--- src/rtl/mic1_mem_ctrl.sv ---
// mic1_mem_ctrl: mic1 datapath <-> single-port word-addressed memory bus, with a 1-word fetch buffer.
// Latency: a fetch-buffer hit updates cpu_instr at the next edge. With immediate gnt/rvalid, a bus
// access returns on the 3rd edge after acceptance, or the 5th when a read is followed by a fetch miss.
// Backpressure: cpu_stall is high while the bus is busy. bus_req holds with stable addr/data until
// bus_gnt. A stuck access is abandoned after MAX_WAIT cycles in one state, and cpu_err pulses.
//
// Ports:
//   clk, reset             clock and synchronous active-high reset
//   cpu_addr/cpu_wdata     data word address (MAR) and write data (MDR)
//   cpu_read/write/fetch   CPU strobes, sampled only in IDLE
//   cpu_pc                 fetch byte address
//   cpu_rdata/cpu_instr    last read word / last fetched byte
//   cpu_stall/cpu_err      hold request / one-cycle error pulse
//   bus_*                  request/grant memory bus with separate read-data valid

module mic1_mem_ctrl #(
  parameter int ADDR_W   = 32,
  parameter bit FBUF_EN  = 1'b1,
  parameter int MAX_WAIT = 255
) (
  input  logic              clk,
  input  logic              reset,
  input  logic [31:0]       cpu_addr,
  input  logic [31:0]       cpu_wdata,
  input  logic              cpu_read,
  input  logic              cpu_write,
  input  logic              cpu_fetch,
  input  logic [31:0]       cpu_pc,
  output logic [31:0]       cpu_rdata,
  output logic [7:0]        cpu_instr,
  output logic              cpu_stall,
  output logic              cpu_err,
  output logic              bus_req,
  output logic              bus_we,
  output logic [ADDR_W-1:0] bus_addr,
  output logic [31:0]       bus_wdata,
  input  logic              bus_gnt,
  input  logic              bus_rvalid,
  input  logic [31:0]       bus_rdata
);

  localparam int CNT_W = $clog2(MAX_WAIT + 1);

  typedef enum logic [2:0] {
    IDLE   = 3'd0,
    D_REQ  = 3'd1,
    D_WAIT = 3'd2,
    F_REQ  = 3'd3,
    F_WAIT = 3'd4
  } state_t;

  state_t state_q, state_d;

  // Latched request
  logic [ADDR_W-1:0] addr_q;
  logic [31:0]       wdata_q;
  logic [ADDR_W-1:0] fword_q;
  logic [1:0]        lane_q;
  logic              pend_we;
  logic              pend_fetch;

  // Fetch buffer
  logic              fbuf_vld;
  logic [ADDR_W-1:0] fbuf_tag;
  logic [31:0]       fbuf_dat;

  logic [CNT_W-1:0]  tmo_cnt;

  logic [ADDR_W-1:0] addr_in;
  logic [ADDR_W-1:0] fword_in;
  logic              data_in;
  logic              hit_in;
  logic              wr_inval;
  logic              pend_hit;
  logic              tmo_reached;
  logic              timeout;

  // Size casts truncate or zero-extend, so any ADDR_W works.
  assign addr_in  = ADDR_W'(cpu_addr);
  assign fword_in = ADDR_W'(cpu_pc[31:2]);
  assign data_in  = cpu_read | cpu_write;
  assign hit_in   = FBUF_EN && fbuf_vld && (fbuf_tag == fword_in);

  // A granted write to the buffered word kills the buffer on the same edge.
  // So a fetch queued behind that write must not be treated as a hit.
  assign wr_inval = (state_q == D_REQ) && bus_gnt && pend_we && fbuf_vld && (addr_q == fbuf_tag);
  assign pend_hit = FBUF_EN && fbuf_vld && !wr_inval && (fbuf_tag == fword_q);

  assign tmo_reached = (tmo_cnt == CNT_W'(MAX_WAIT - 1));

  // Big-endian byte lane: pc[1:0]=0 selects the most significant byte.
  function automatic logic [7:0] sel_byte(input logic [31:0] w, input logic [1:0] lane);
    logic [7:0] b;
    case (lane)
      2'd0:    b = w[31:24];
      2'd1:    b = w[23:16];
      2'd2:    b = w[15:8];
      default: b = w[7:0];
    endcase
    return b;
  endfunction

  // State register and per-state timeout counter
  always_ff @(posedge clk) begin
    if (reset) begin
      state_q <= IDLE;
      tmo_cnt <= '0;
    end else begin
      state_q <= state_d;
      if (state_d != state_q || state_q == IDLE) tmo_cnt <= '0;
      else                                        tmo_cnt <= tmo_cnt + CNT_W'(1);
    end
  end

  // Next state and bus/stall outputs
  always_comb begin
    state_d   = state_q;
    bus_req   = 1'b0;
    bus_we    = 1'b0;
    bus_addr  = '0;
    bus_wdata = '0;
    cpu_stall = 1'b0;
    timeout   = 1'b0;
    case (state_q)
      IDLE: begin
        if (data_in) begin
          cpu_stall = 1'b1;
          state_d   = D_REQ;
        end else if (cpu_fetch && !hit_in) begin
          cpu_stall = 1'b1;
          state_d   = F_REQ;
        end
      end
      D_REQ: begin
        cpu_stall = 1'b1;
        bus_req   = 1'b1;
        bus_we    = pend_we;
        bus_addr  = addr_q;
        bus_wdata = pend_we ? wdata_q : 32'd0;
        if (bus_gnt) begin
          if (!pend_we)                    state_d = D_WAIT;
          else if (pend_fetch && !pend_hit) state_d = F_REQ;
          else                             state_d = IDLE;
        end else if (tmo_reached) begin
          timeout = 1'b1;
          state_d = IDLE;
        end
      end
      D_WAIT: begin
        cpu_stall = 1'b1;
        if (bus_rvalid) begin
          state_d = (pend_fetch && !pend_hit) ? F_REQ : IDLE;
        end else if (tmo_reached) begin
          timeout = 1'b1;
          state_d = IDLE;
        end
      end
      F_REQ: begin
        cpu_stall = 1'b1;
        bus_req   = 1'b1;
        bus_addr  = fword_q;
        if (bus_gnt) begin
          state_d = F_WAIT;
        end else if (tmo_reached) begin
          timeout = 1'b1;
          state_d = IDLE;
        end
      end
      F_WAIT: begin
        cpu_stall = 1'b1;
        if (bus_rvalid) begin
          state_d = IDLE;
        end else if (tmo_reached) begin
          timeout = 1'b1;
          state_d = IDLE;
        end
      end
      default: state_d = IDLE;
    endcase
  end

  // Request latch, fetch buffer and CPU-facing result registers
  always_ff @(posedge clk) begin
    if (reset) begin
      addr_q     <= '0;
      wdata_q    <= '0;
      fword_q    <= '0;
      lane_q     <= '0;
      pend_we    <= 1'b0;
      pend_fetch <= 1'b0;
      fbuf_vld   <= 1'b0;
      fbuf_tag   <= '0;
      fbuf_dat   <= '0;
      cpu_rdata  <= '0;
      cpu_instr  <= '0;
      cpu_err    <= 1'b0;
    end else begin
      cpu_err <= 1'b0;
      case (state_q)
        IDLE: begin
          if (data_in || cpu_fetch) begin
            addr_q     <= addr_in;
            wdata_q    <= cpu_wdata;
            fword_q    <= fword_in;
            lane_q     <= cpu_pc[1:0];
            pend_we    <= cpu_write;   // write wins over a simultaneous read
            pend_fetch <= cpu_fetch;
            if (cpu_read && cpu_write) cpu_err <= 1'b1;
            if (cpu_fetch && !data_in && hit_in) begin
              cpu_instr  <= sel_byte(fbuf_dat, cpu_pc[1:0]);
              pend_fetch <= 1'b0;
            end
          end
        end
        D_REQ: begin
          if (bus_gnt && pend_we) begin
            if (wr_inval) fbuf_vld <= 1'b0;
            if (pend_fetch && pend_hit) begin
              cpu_instr  <= sel_byte(fbuf_dat, lane_q);
              pend_fetch <= 1'b0;
            end
          end
        end
        D_WAIT: begin
          if (bus_rvalid) begin
            cpu_rdata <= bus_rdata;
            if (pend_fetch && pend_hit) begin
              cpu_instr  <= sel_byte(fbuf_dat, lane_q);
              pend_fetch <= 1'b0;
            end
          end
        end
        F_WAIT: begin
          if (bus_rvalid) begin
            fbuf_vld   <= FBUF_EN;
            fbuf_tag   <= fword_q;
            fbuf_dat   <= bus_rdata;
            cpu_instr  <= sel_byte(bus_rdata, lane_q);
            pend_fetch <= 1'b0;
          end
        end
        default: ;
      endcase
      // An abandoned access leaves rdata/instr alone but cannot trust the buffer.
      if (timeout) begin
        cpu_err    <= 1'b1;
        pend_we    <= 1'b0;
        pend_fetch <= 1'b0;
        fbuf_vld   <= 1'b0;
      end
    end
  end

endmodule

--- config.mk ---
export PLATFORM = sky130hd
export DESIGN_NAME = mic1_mem_ctrl
export DESIGN_NICKNAME = d
export VERILOG_FILES = /design/src/rtl/mic1_mem_ctrl.sv
export SDC_FILE = /design/constraint.sdc
export NUM_CORES = 1
export LEC_CHECK = 0
export ABC_AREA = 1
export CAP_MARGIN = 5
export CORE_MARGIN = 3
export CORE_UTILIZATION = 40
export CTS_CLUSTER_DIAMETER = 80
export CTS_CLUSTER_SIZE = 8
export DETAILED_ROUTE_END_ITERATION = 16
export PLACE_DENSITY = 0.66
export SLEW_MARGIN = 20
export SYNTH_ARGS = -nofsm -noshare
export SYNTH_HDL_FRONTEND = slang
export SYNTH_SLANG_ARGS = --single-unit
--- constraint.sdc ---
create_clock -name clk -period 2.1 [get_ports clk]
set_clock_uncertainty 0.2 [all_clocks]
set_input_delay 0.21 -clock clk [delete_from_list [all_inputs] [get_ports clk]]
set_output_delay 0.21 -clock clk [all_outputs]
set_load 0.05 [all_outputs]
Word-level counts from Yosys, hierarchy flattened. Index checks and enable logic that the tools add are counted.

Bits in registers: 213. Input bits: 135. Word-level logic and storage cells: 118.

$add $sub $neg: 1. Equality and inequality tests: 19. Multiplexer cells: 47. Bitwise logic cells: 1. Reductions and logical operators: 36.

Operator list (number): $pmux W8 S3 (3); $mux W32 (2); $pmux W32 S2 (1); $eq A30 B30 Y1 (2); $mux W8 (6); $eq A32 B30 Y1 (1); $pmux W8 S4 (1); $mux W3 (7); $mux W1 (20); $pmux W3 S5 (1); $logic_and A1 B1 Y1 (14); $add A8 B1 Y8 const B (1); $eq A8 B8 Y1 const B (1); $reduce_or A2 Y1 (4); $eq A3 B2 Y1 const B (2); $ne A2 B1 Y1 const B (3); $ne A2 B2 Y1 const B (3); $pmux W1 S2 (3); $reduce_and A2 Y1 (3); $reduce_and A6 Y1 (1); $reduce_and A5 Y1 (1); $eq A2 B1 Y1 const B (2); $eq A2 B2 Y1 const B (2); $logic_not A1 Y1 (4); other kinds (13) (16).

Longest topological paths before layout.
Depth in word-level cells: 17. Gate-level depth with buffers: 16. Mapped depth without buffers: 16.

Least setup slack after synthesis. No wires, ideal clock.

Path type: reg2out. Start: reg state_q[2]. End: out bus_addr[14]. Arrival: 2.293 ns. Data required time: 1.690 ns. Path slack: -0.603 ns. Cell stages (with the launch flop): 7. Cell sequence: dfxtp_1 inv_1 nand2_2 inv_1 nand2_1 clkbuf_1 o21ai_0.

Word-level cells in the longest chain between the ends: 2.

Ends and longest elaborated chain: from (decl) (RTL line 52) `state_t state_q, state_d;`; from (signal assigned) (RTL line 109) `state_q <= state_d;`; $eq A3 B2 Y1 / $eq A3 B1 Y1 (equally long branches) (RTL line 124) `case (state_q)`; $pmux W32 S2 (*) (RTL line 124); to (decl) (RTL line 35) `output logic [ADDR_W-1:0] bus_addr,`.

Every way passes the cells marked *; elsewhere a longest branch is shown, timed or not.

Worst setup path in the final report.
Start: reg fbuf_tag[0]. End: out cpu_stall.

Word-level cells in the longest chain between the ends: 7.

Ends and longest elaborated chain: from (decl) (RTL line 64) `logic [ADDR_W-1:0] fbuf_tag;`; from (signal assigned) (RTL line 236) `fbuf_tag <= fword_q;`; $eq A30 B30 Y1 (RTL line 82) `assign hit_in = FBUF_EN && fbuf_vld && (fbuf_tag == fword_in);`; $logic_and A1 B1 Y1 (RTL line 82); $logic_not A1 Y1 (RTL line 129) `end else if (cpu_fetch && !hit_in) begin`; $logic_and A1 B1 Y1 (RTL line 129); $mux W1 (RTL line 129); $mux W1 (RTL line 126) `if (data_in) begin`; $pmux W1 S2 (RTL line 124); to (decl) (RTL line 31) `output logic cpu_stall,`.

Every way passes these cells.

==> impl_metrics.tcl <==
set metrics [dict create \
    drtIter0Drc 909 \
    syn-cell-area_um2 10600 \
    vias 11800 \
    syn_to_final_growth_pct 64.2 \
    crit_path_end_kind "output pin" \
    cp.arrival_ps 2100 \
    layout_setup_ws_ps -410 \
    combinationalPowerShare_pct 33.6 \
    cts_max_level 1 \
    die-area_um2 28400 \
    finalPower_uw 13500 \
    postSynthCellCount 1591 \
    fmax_mhz 398 \
    rr_startpoint "fbuf_tag[0]" \
    rsz0062_at_grt "yes" \
    die_h_um 169 \
    synth.distinct_cells 42 \
    yosys_register_bits 213 \
    wl_per_cell_um 17.2 \
    antenna_found_initial 0 \
    startpoint "fbuf_tag[0]" \
    ys.warnings.count 0 \
    worstMarginPinSlew_ps 670 \
    dp_hpwl_um 27200 \
    insertion_delay_ps 550 \
    holdCritStartpoint "cpu_addr[22]" \
    drc_errors 0 \
    setup-tns-final_ps -18850 \
    clock-sinks 213 \
    gp_congestion 0.969 \
    fin_hold_ws_ps 90.4 \
    clkPwrFrac_pct 31.4 \
    rows 58 \
    fin_crit_sh_pct 120 \
    grt_pass1_vias 11600 \
    cts_buffer_depth 3 \
    num_antenna_cells 0 \
    post-route-min-period_ps 2510 \
    root_buffer "clkbuf_16" \
    finalSetupViolCount 85 \
    maxSlewViolCount 0 \
    routed_wl_um 39300 \
    cts_tree "built" \
    place_ws_ps -477 \
    outcome "finished, violations left" \
    grt_overflow 0 \
    drv_cap 0 \
    p_seq_share_pct 35.0 \
    antenna_left 0 \
    core_um2 25500 \
    swShare_pct 34.2 \
    synth.yosys.seq_area_share_pct 40.3 \
    hold_path.class "input port to flop" \
    switchingPower_uw 4620 \
    vdd_drop_max_mv 0.582 \
    drt-met1-wl_um 16200 \
    power_density_nw_per_um2 778 \
    synth_enable_flop_cells 0 \
    startpoint_type "flop" \
    path_clk_slew_ps 50 \
    p_int_uw 8890 \
    grt_max_degree 66 \
    power.static_leakage_uw 0.00735 \
    syn_area_per_cell_um2 6.65 \
    wl_met3_um 2500 \
    hold_viol 0 \
    critical_path.max_fanout 4 \
    grt_pass1_wl_um 61300 \
    cts_hold_buf 0 \
    numCtsBuffers 30 \
    path_class "flop to output pin" \
    io_buffers 242 \
    ioPinCount 243 \
    wl_met2_um 19300 \
    grt_util_all_layers_pct 26.4 \
    final_util_pct 68.0 \
    nets 2086 \
    firstDrtPassIters 6 \
    max_slew_margin_pct 55.3 \
    worstPathRequired_ps 1690 \
    initial_core_util_pct 41.4 \
    async_reset_ff_share_pct 0 \
    ys.flop_type "dfxtp_1" \
    vias_per_cell 5.19 \
    failed_checks "negative setup slack" \
    synthesis.nets 1728 \
    die-width_um 169 \
    drive_above_1_share_pct 24.9 \
    top_layer "met4" \
]
[worst paths after layout]
| path | end | slack [ps] | cells past startpoint |
|---|---|---|---|
| max reg2reg | tmo_cnt[1] | -340 | 19 |
| min reg2reg | cpu_rdata[15] | 240 | 2 |
| max | cpu_stall | -410 | 12 |
| min | addr_q[22] | 90 | 3 |
[cells by family after synthesis]
family                   Yosys count  synth area share (%)
AO/OA/AOI/OAI                    432                  21.5
AND/OR/NAND/NOR                  628                  24.3
XOR/XNOR                          46                  3.81
flip-flops                       213                  40.3
adder cells (fa/ha/maj)            2                 0.237
buffers and inverters            270                  9.82
[power by group through the flow]
stage,registers [uW],logic (uW),clock network [uW]
global route,4770,4870,4480
global placement,4750,3800,0
CTS,4710,4340,4320
detailed placement,4770,3830,0
floorplan,4930,1980,0
finish,4730,4540,4240
[stage by stage]
| step | instance area (um2) | cells |
|---|---|---|
| 2_1_floorplan | 10900 | 1591 |
| 3_3_place_gp | 15200 | 2214 |
| 3_5_place_dp | 15200 | 2214 |
| 4_1_cts | 16900 | 2271 |
| 5_1_grt | 17400 | 2279 |
| 6_report | 17400 | 2279 |
[synthesized netlist by cell type (5+ instances only)]
library cell / n / area, um2
a21oi_1: 162 / 811
a221oi_1: 8 / 70.1
buf_1: 5 / 18.8
buf_2: 13 / 65.1
clkbuf_1: 65 / 244
dfxtp_1: 213 / 4260
inv_1: 170 / 638
inv_2: 12 / 45.0
nand2_1: 322 / 1210
nand3_1: 40 / 200
nand4_1: 13 / 81.3
nor2_1: 224 / 841
nor3_2: 8 / 80.1
o21ai_0: 224 / 1120
o221ai_1: 6 / 52.6
o22ai_1: 18 / 113
xnor2_1: 41 / 359
xor2_1: 5 / 43.8
[placed cells by master (no fill, tap or decap), types with 5 or more instances in the layout]
cell type	synthesis	routed
nand2_1	322	277
o21ai_0	224	207
dfxtp_1	213	184
nor2_1	224	176
a21oi_1	162	161
inv_1	170	156
clkdlybuf4s50_1	0	134
buf_4	2	126
buf_12	0	84
nor2_4	1	37
nand3_1	40	35
clkbuf_16	0	34
xnor2_1	41	30
dlygate4sd2_1	0	28
nand2_4	1	25
dfxtp_2	0	25
inv_2	12	24
nand2_2	4	23
o21ai_4	0	17
nand4_1	13	13
nor2_2	1	13
dlymetal6s2s_1	0	13
buf_6	0	13
o22ai_4	0	11
xnor2_2	0	10
a221oi_1	8	8
nor3_2	8	8
o22ai_1	18	7
buf_16	0	7
nand3_2	1	6
o221ai_1	6	6
xor2_1	5	5
[flip-flops by register name (all words and copies together) (netlist names)]
signal,count
state_q,3
fbuf_vld,1
fbuf_tag,30
fbuf_dat,32
lane_q,2
tmo_cnt,8
pend_fetch,1
wdata_q,32
fword_q,30
cpu_err,1
cpu_rdata,32
addr_q,32
cpu_instr,8
pend_we,1
[final cells by class]
type                            instances  area, um2
Timing Repair inverter                  1       5.00
Multi-Input combinational cell       1108       6310
Tap cell                              330        413
Fill cell                            2134       8180
Sequential cell                       213       4310
Inverter                              185        722
Clock buffer                           31        776
Clock inverter                          1       5.00
Timing Repair Buffer                  410       4820
[per-layer routing]
layer  up-vias  global-route usage (%)
li1       5839                       -
met1      5476                    34.0
met2       424                    46.1
met3        91                    3.78
met4         0                    7.90
met5         -                       0
[repair_timing]
action                     CTS  global route
cloned                       7             3
gates resized for setup    218            78
pin swaps                   41            15
buffers inserted            21             7
setup endpoints to repair  111           107
[worst max-delay path, cell delays in order (launching register included)]
cell and delay (ps):
dfxtp_4 360, xnor2_2 130, buf_4 140, nand2_1 60, nor2_2 120, nand2_1 70, nor2_1 120, nand2_2 100
nand2_2 80, nand2_2 60, nand2_2 60, nand3_2 90, buf_8 160
Note: power is estimated with default switching activity, not from simulation.
